### src/rtl/interp_pass_sequencer_if.sv
// Handshake/bus bundle between the interpolator pass sequencer and its environment.
// master: controller side (drives start/col_mode, returns frame data and filter outputs).
// slave : the sequencer (drives read address, interpolator feed, result writes, status).
interface interp_pass_sequencer_if;
   logic        start;
   logic        col_mode;
   logic [7:0]  rd_addr;
   logic [7:0]  rd_data;
   logic [7:0]  data_in;
   logic [31:0] a_value;
   logic [31:0] b_value;
   logic [31:0] c_value;
   logic        wr_en;
   logic [7:0]  wr_addr;
   logic [13:0] wr_a;
   logic [13:0] wr_b;
   logic [13:0] wr_c;
   logic        busy;
   logic        done;

   modport master (
      output start, col_mode, rd_data, a_value, b_value, c_value,
      input  rd_addr, data_in, wr_en, wr_addr, wr_a, wr_b, wr_c, busy, done
   );

   modport slave (
      input  start, col_mode, rd_data, a_value, b_value, c_value,
      output rd_addr, data_in, wr_en, wr_addr, wr_a, wr_b, wr_c, busy, done
   );
endinterface

### src/rtl/interp_pass_sequencer.sv
// Sequences one 8-tap interpolator pass (row or column) over a 16x16 frame:
// edge-replicated feed from the frame buffer, capture of a/b/c[19:6] into the result buffer.
// Ports: clock, reset (sync, active-high), bus (slave modport: start/col_mode in,
// rd_addr/rd_data frame read, data_in feed, a/b/c_value in, wr_* result write, busy/done).
module interp_pass_sequencer #(
   parameter int WIDTH  = 16,
   parameter int HEIGHT = 16
) (
   input logic                    clock,
   input logic                    reset,
   interp_pass_sequencer_if.slave bus
);

   localparam logic [1:0] S_IDLE = 2'd0;
   localparam logic [1:0] S_RUN  = 2'd1;
   localparam logic [1:0] S_DONE = 2'd2;

   // Per-line step schedule: 31 steps, captures at t=14..29, writes one cycle later.
   localparam logic [4:0] T_LAST = 5'(WIDTH + 14);
   localparam logic [4:0] T_CAP0 = 5'd14;
   localparam logic [4:0] T_CAPN = 5'(WIDTH + 13);
   // Feed position p = clamp(t-7, 0, WIDTH-1); t<=7 replicates element 0,
   // t>=WIDTH+6 replicates the last element (this also holds rd_addr for t=29..30).
   localparam logic [4:0] T_PAD0 = 5'd7;
   localparam logic [4:0] T_PADN = 5'(WIDTH + 6);
   localparam logic [3:0] P_LAST = 4'(WIDTH - 1);
   localparam logic [3:0] I_LAST = 4'(HEIGHT - 1);

   logic [1:0]  state_q, state_d;
   logic [3:0]  i_q, i_d;
   logic [4:0]  t_q, t_d;
   logic        col_q, col_d;
   logic        wr_en_q, wr_en_d;
   logic [7:0]  wr_addr_q, wr_addr_d;
   logic [13:0] wr_a_q, wr_a_d;
   logic [13:0] wr_b_q, wr_b_d;
   logic [13:0] wr_c_q, wr_c_d;

   logic [3:0]  feed_pos;
   logic [3:0]  cap_n;
   logic [7:0]  rd_addr;

   always_comb begin
      feed_pos = 4'd0;
      if (t_q >= T_PADN) begin
         feed_pos = P_LAST;
      end else if (t_q > T_PAD0) begin
         feed_pos = 4'(t_q - T_PAD0);
      end
      rd_addr = 8'd0;
      if (state_q == S_RUN) begin
         rd_addr = col_q ? {feed_pos, i_q} : {i_q, feed_pos};
      end
   end

   always_comb begin
      state_d   = state_q;
      i_d       = i_q;
      t_d       = t_q;
      col_d     = col_q;
      wr_en_d   = 1'b0;
      wr_addr_d = wr_addr_q;
      wr_a_d    = wr_a_q;
      wr_b_d    = wr_b_q;
      wr_c_d    = wr_c_q;
      cap_n     = 4'(t_q - T_CAP0);

      case (state_q)
         S_IDLE: begin
            if (bus.start) begin
               state_d = S_RUN;
               col_d   = bus.col_mode;
               i_d     = 4'd0;
               t_d     = 5'd0;
            end
         end
         S_RUN: begin
            if (t_q == T_LAST) begin
               t_d = 5'd0;
               i_d = i_q + 4'd1;
               if (i_q == I_LAST) begin
                  state_d = S_DONE;
               end
            end else begin
               t_d = t_q + 5'd1;
            end
            // Capture output n at t=n+14; the write appears the following cycle.
            if (t_q >= T_CAP0 && t_q <= T_CAPN) begin
               wr_en_d   = 1'b1;
               wr_addr_d = col_q ? {cap_n, i_q} : {i_q, cap_n};
               wr_a_d    = bus.a_value[19:6];
               wr_b_d    = bus.b_value[19:6];
               wr_c_d    = bus.c_value[19:6];
            end
         end
         S_DONE: begin
            state_d = S_IDLE;
         end
         default: begin
            state_d = S_IDLE;
         end
      endcase
   end

   always_ff @(posedge clock) begin
      if (reset) begin
         state_q   <= S_IDLE;
         i_q       <= 4'd0;
         t_q       <= 5'd0;
         col_q     <= 1'b0;
         wr_en_q   <= 1'b0;
         wr_addr_q <= 8'd0;
         wr_a_q    <= 14'd0;
         wr_b_q    <= 14'd0;
         wr_c_q    <= 14'd0;
      end else begin
         state_q   <= state_d;
         i_q       <= i_d;
         t_q       <= t_d;
         col_q     <= col_d;
         wr_en_q   <= wr_en_d;
         wr_addr_q <= wr_addr_d;
         wr_a_q    <= wr_a_d;
         wr_b_q    <= wr_b_d;
         wr_c_q    <= wr_c_d;
      end
   end

   // Filter output bits outside [19:6] are intentionally discarded.
   logic unused_filter_bits;
   assign unused_filter_bits = ^{bus.a_value[31:20], bus.a_value[5:0],
                                 bus.b_value[31:20], bus.b_value[5:0],
                                 bus.c_value[31:20], bus.c_value[5:0]};

   assign bus.rd_addr = rd_addr;
   assign bus.data_in = bus.rd_data;
   assign bus.wr_en   = wr_en_q;
   assign bus.wr_addr = wr_addr_q;
   assign bus.wr_a    = wr_a_q;
   assign bus.wr_b    = wr_b_q;
   assign bus.wr_c    = wr_c_q;
   assign bus.busy    = (state_q == S_RUN);
   assign bus.done    = (state_q == S_DONE);

endmodule

### src/flat_wrapper.sv
// flat-port wrapper written by rule: the top's interface ports become plain ports
module interp_pass_sequencer_flat 
#(
   parameter int WIDTH  = 16,
   parameter int HEIGHT = 16
)
  (clock, reset, bus_start, bus_col_mode, bus_rd_data, bus_a_value, bus_b_value, bus_c_value, bus_rd_addr, bus_data_in, bus_wr_en, bus_wr_addr, bus_wr_a, bus_wr_b, bus_wr_c, bus_busy, bus_done);
  interp_pass_sequencer_if bus_i ();
  input logic clock;
  input logic reset;
  input wire logic [$bits(bus_i.start)-1:0] bus_start;
  input wire logic [$bits(bus_i.col_mode)-1:0] bus_col_mode;
  input wire logic [$bits(bus_i.rd_data)-1:0] bus_rd_data;
  input wire logic [$bits(bus_i.a_value)-1:0] bus_a_value;
  input wire logic [$bits(bus_i.b_value)-1:0] bus_b_value;
  input wire logic [$bits(bus_i.c_value)-1:0] bus_c_value;
  output wire logic [$bits(bus_i.rd_addr)-1:0] bus_rd_addr;
  output wire logic [$bits(bus_i.data_in)-1:0] bus_data_in;
  output wire logic [$bits(bus_i.wr_en)-1:0] bus_wr_en;
  output wire logic [$bits(bus_i.wr_addr)-1:0] bus_wr_addr;
  output wire logic [$bits(bus_i.wr_a)-1:0] bus_wr_a;
  output wire logic [$bits(bus_i.wr_b)-1:0] bus_wr_b;
  output wire logic [$bits(bus_i.wr_c)-1:0] bus_wr_c;
  output wire logic [$bits(bus_i.busy)-1:0] bus_busy;
  output wire logic [$bits(bus_i.done)-1:0] bus_done;
  assign bus_i.start = bus_start;
  assign bus_i.col_mode = bus_col_mode;
  assign bus_i.rd_data = bus_rd_data;
  assign bus_i.a_value = bus_a_value;
  assign bus_i.b_value = bus_b_value;
  assign bus_i.c_value = bus_c_value;
  assign bus_rd_addr = bus_i.rd_addr;
  assign bus_data_in = bus_i.data_in;
  assign bus_wr_en = bus_i.wr_en;
  assign bus_wr_addr = bus_i.wr_addr;
  assign bus_wr_a = bus_i.wr_a;
  assign bus_wr_b = bus_i.wr_b;
  assign bus_wr_c = bus_i.wr_c;
  assign bus_busy = bus_i.busy;
  assign bus_done = bus_i.done;
  interp_pass_sequencer #(.WIDTH(WIDTH), .HEIGHT(HEIGHT)) u_core (.clock(clock), .reset(reset), .bus(bus_i));
endmodule
### config.mk
export PLATFORM = sky130hd
export DESIGN_NAME = interp_pass_sequencer_flat
export DESIGN_NICKNAME = d
export VERILOG_FILES = /design/src/rtl/interp_pass_sequencer_if.sv /design/src/rtl/interp_pass_sequencer.sv /design/src/flat_wrapper.sv
export SDC_FILE = /design/constraint.sdc
export NUM_CORES = 1
export LEC_CHECK = 0
export ABC_CLOCK_PERIOD_IN_PS = 1850
export CAP_MARGIN = 15
export CORE_ASPECT_RATIO = 1.4
export CORE_UTILIZATION = 36
export DETAILED_ROUTE_END_ITERATION = 8
export PLACE_DENSITY_LB_ADDON = 0.08
export SLEW_MARGIN = 20
export SYNTH_ARGS = -nofsm -noshare
export SYNTH_HDL_FRONTEND = slang
export SYNTH_SLANG_ARGS = --single-unit
export TNS_END_PERCENT = 30
### constraint.sdc
create_clock -name clock -period 1.85 [get_ports clock]
set_clock_uncertainty 0.15 [all_clocks]
set_input_delay 0.37 -clock clock [delete_from_list [all_inputs] [get_ports clock]]
set_output_delay 0.37 -clock clock [all_outputs]
set_load 0.01 [all_outputs]
==> reports/qor.csv <==
stage,metric,value,unit
die,Die ar.,9540,um^2
global_routing,first-pass GRT wire length,13900,um
routing,WL per Instance,14.4,um
routing,Via density,4.79,
power,power per cell area,619,nW/um^2
die,DIE HEIGHT,115,um
global_routing,Overflow after GRT,0,
clocking,Clock Path Buffers,2,
timing,Tmin final,2.18,ns
critical_path,"delay-heaviest family, CP",compound AO/OA/AOI/OAI gates,
min_path,worst hold stages,2,
timing,FMAX,459,MHz
placed_design,Port Buf Inserts,106,
run_status,failing checks,negative setup slack,
routing,Remaining DRCs,0,
min_path,Worst Hold Class,register to register,
routing,Routed Antenna Nets,0,
placed_design,placer congestion estimate,0.847,
critical_path,Worst Path Buf+Inv,1,
final_layout,nets,606,
timing,RSZ-0062 raised after global routing,yes,
global_routing,vias in the first global route,2840,
critical_path,Setup Crit Path Kind,register to output port,
synthesis,Synth Net Count,468,
synthesis,Syn. warnings,0,
critical_path,Levels on crit path,6,
synthesis,Post-synth EDFFs,0,
final_layout,area grow syn2layout,58.9,%
final_layout,fin cells,602,
global_routing,largest net degree at the start of global routing,38,
final_layout,Final Cell Area,5230,um^2
critical_path,crit start category,register,
global_routing,initial antenna violation count,0,
synthesis,mapped cell area,3290,um^2
timing,final worst slack,-0.328,ns
job,Max-Cap Viols,0,
clocking,Clock transition at path regs,0.05,ns
final_layout,Ant. Diodes,0,
power,Leak,1.93,nW
synthesis,sequential fraction of the synthesis area,38.3,%
final_layout,share of layout cells above drive strength 1,25.2,%
critical_path,"critical path fanouts, max",6,
clocking,CTS Sinks,63,
clocking,total CTS buffers,9,
timing,"Hold Vio Cnt, Final",0,
routing,DR iter-0 viols,124,
placed_design,Placed Area,4650,um^2
die,io pins,177,
synthesis,Most used DFF post-synth,dfxtp_1,
synthesis,Syn Inst Count,354,
critical_path,Setup crit end kind,output port,
critical_path,r2r worst-path depth,10,
die,Placeable Area,8710,um^2
power,Max IR drop VDD,0.000513,V
placed_design,Placed Cells,575,
synthesis,post-synthesis register bit count,63,
routing,via count,2883,
routing,first-pass iteration count of the detailed router,4,
routing,drt total wl,8690,um
timing,# setup viols final,59,
clocking,CTS tree,yes,
clocking,H-tree depth,3,
run_status,status,finished with violations,
die,num rows,40,
timing,TNS Setup,-11.40,ns
clocking,clock insertion delay at the later pin of the skew report,0.33,ns
global_routing,global-route usage over all layers,18.6,%
timing,Max-slew headroom,65.5,%
synthesis,Mean Syn Cell Area,9.30,um^2
timing,worst slew pin tran,0.517,ns
critical_path,CP cell instances,ha_4 -> nand2_2 -> a311o_2 -> nand3_2 -> a21oi_2 -> buf_2,
critical_path,"Arr. time, crit path",1.66,ns
timing,Final Max Slew Viols,0,
synthesis,async set or reset register ratio after synthesis,0,%
critical_path,CP max stage cell,a311o_2,
clocking,CTS root buf,clkbuf_16,
critical_path,worst endpoint required time,1.33,ns
timing,fin crit share,118,%
placed_design,dpl hpwl,5860,um
critical_path,Worst path max stage delay,0.45,ns
die,Die X,82.8,um
timing,WHS,0.320,ns
die,initial core utilization,37.8,%
synthesis,post-synthesis cell type count,41,
## where the power goes
group          leakage [nW]  switching [mW]  internal, mW
combinational          1.28           0.125         0.187
sequential            0.510         0.00703          1.36
clock                 0.136           0.581         0.974
total                  1.93           0.713          2.52
## cell usage in the layout, fill, tap and decap left out, drive strengths merged
cell type	synthesis	routed
clkdlybuf4s50	0	95
nand2b	92	92
buf	20	65
dfxtp	63	63
mux2i	49	49
nor2	15	15
a21oi	14	14
nand2	13	13
clkbuf	15	13
nand3	10	10
o21ai	8	8
ha	6	6
nor2b	5	5
inv	4	4
nor3	4	4
mux2	4	4
a211oi	4	4
a311oi	4	4
a211o	3	3
and3	3	3
clkinv	1	3
xnor2	2	2
nor3b	2	2
or2	2	2
a31oi	2	2
a311o	1	1
o31a	1	1
o31ai	1	1
o21a	1	1
and4	1	1
or3	1	1
o311a	1	1
a21boi	1	1
a22oi	1	1
clkinvlp	0	1
clkdlybuf4s15	0	1
dlygate4sd2	0	1
## registers in the layout, indices dropped and copies added, names as in the netlist
signal / count
u_core.state_q: 2
u_core.i_q: 4
u_core.bus.wr_en: 1
u_core.col_q: 1
u_core.bus.wr_addr: 8
u_core.bus.wr_a: 14
u_core.bus.wr_b: 14
u_core.bus.wr_c: 14
u_core.t_q: 5
## worst paths after layout
kind / slack (ns) / endpoint / startpoint
min reg2reg: 0.32 / u_core.bus.wr_c[3]$_SDFFE_PP0P_ / u_core.bus.wr_c[3]$_SDFFE_PP0P_
max reg2reg: -0.25 / u_core.bus.wr_a[8]$_SDFFE_PP0P_ / u_core.t_q[1]$_SDFFE_PP0P_
max: -0.33 / bus_rd_addr[4] / u_core.t_q[1]$_SDFFE_PP0P_
min: 0.32 / u_core.bus.wr_c[3]$_SDFFE_PP0P_ / u_core.bus.wr_c[3]$_SDFFE_PP0P_
## per-stage QoR
| stage | power, mW | util [%] | setup WS (ns) |
|---|---|---|---|
| 2_1_floorplan | 1.54 | - | -0.0538 |
| 3_3_place_gp | 1.68 | 53.4 | -0.380 |
| 3_5_place_dp | 1.69 | 53.4 | -0.390 |
| 4_1_cts | 3.27 | 59.2 | -0.313 |
| 5_1_grt | 3.37 | 60.1 | -0.394 |
| 6_report | 3.24 | 60.1 | -0.328 |
## metal layers
| metal | GRT usage [%] | wire length, um | vias up |
|---|---|---|---|
| met1 | 22.1 | 3800 | 1336 |
| met4 | 8.39 | 150 | 0 |
| met2 | 32.0 | 4370 | 77 |
| li1 | - | - | 1459 |
| met5 | 0 | 0 | - |
| met3 | 4.16 | 369 | 11 |
## cell type report
cell class | count | area, um^2
tap | 105 | 131
sequential | 63 | 1270
clock inverter | 3 | 17.5
multi-input combinational | 251 | 1970
fill | 783 | 3470
inverter | 5 | 18.8
clock buffer | 13 | 260
timing repair buffer | 162 | 1570
## kinds of logic after synthesis
logic type,synth area share [%]
XOR/XNOR,0.532
multiplexers,16.6
flip-flops,38.3
AO/OA/AOI/OAI,9.00
adder cells (fa/ha/maj),2.28
AND/OR/NAND/NOR,25.9
buffers and inverters,7.41
## worst reg2reg max path: stages (launching register included)
cell and delay, ns:
dfxtp_4 0.40, buf_4 0.13, buf_4 0.10, inv_2 0.04
ha_1 0.18, nand2_2 0.08, a21oi_4 0.07, o31a_4 0.42
buf_4 0.17, buf_12 0.14, mux2i_1 0.12
## Yosys cell counts, types with 2 or more instances
cell | instances | area [um^2]
buf_4 | 10 | 75.1
nor2b_1 | 5 | 31.3
mux2_4 | 3 | 45.0
o21ai_0 | 8 | 40.0
nor3_1 | 4 | 20.0
mux2i_1 | 49 | 490
ha_1 | 6 | 75.1
a211o_1 | 3 | 26.3
a21oi_1 | 13 | 65.1
a311oi_1 | 4 | 35.0
nand2b_1 | 92 | 576
buf_2 | 3 | 15.0
and3_1 | 2 | 12.5
buf_6 | 7 | 78.8
clkbuf_1 | 15 | 56.3
nand2_1 | 12 | 45.0
a31oi_1 | 2 | 12.5
nor3b_1 | 2 | 15.0
dfxtp_1 | 63 | 1260
nor2_1 | 15 | 56.3
inv_2 | 2 | 7.51
inv_1 | 2 | 7.51
nand3_1 | 10 | 50.1
a211oi_1 | 3 | 22.5
or2_2 | 2 | 12.5
xnor2_1 | 2 | 17.5
## repair_timing
item,4_1_cts,5_1_grt
cloned,3,0
setup endpoints to repair,61,67
buffers inserted,5,4
pin swaps,21,10
gates resized for setup,65,19
hold buffers,0,0
Note: power is estimated with default switching activity, not from simulation.
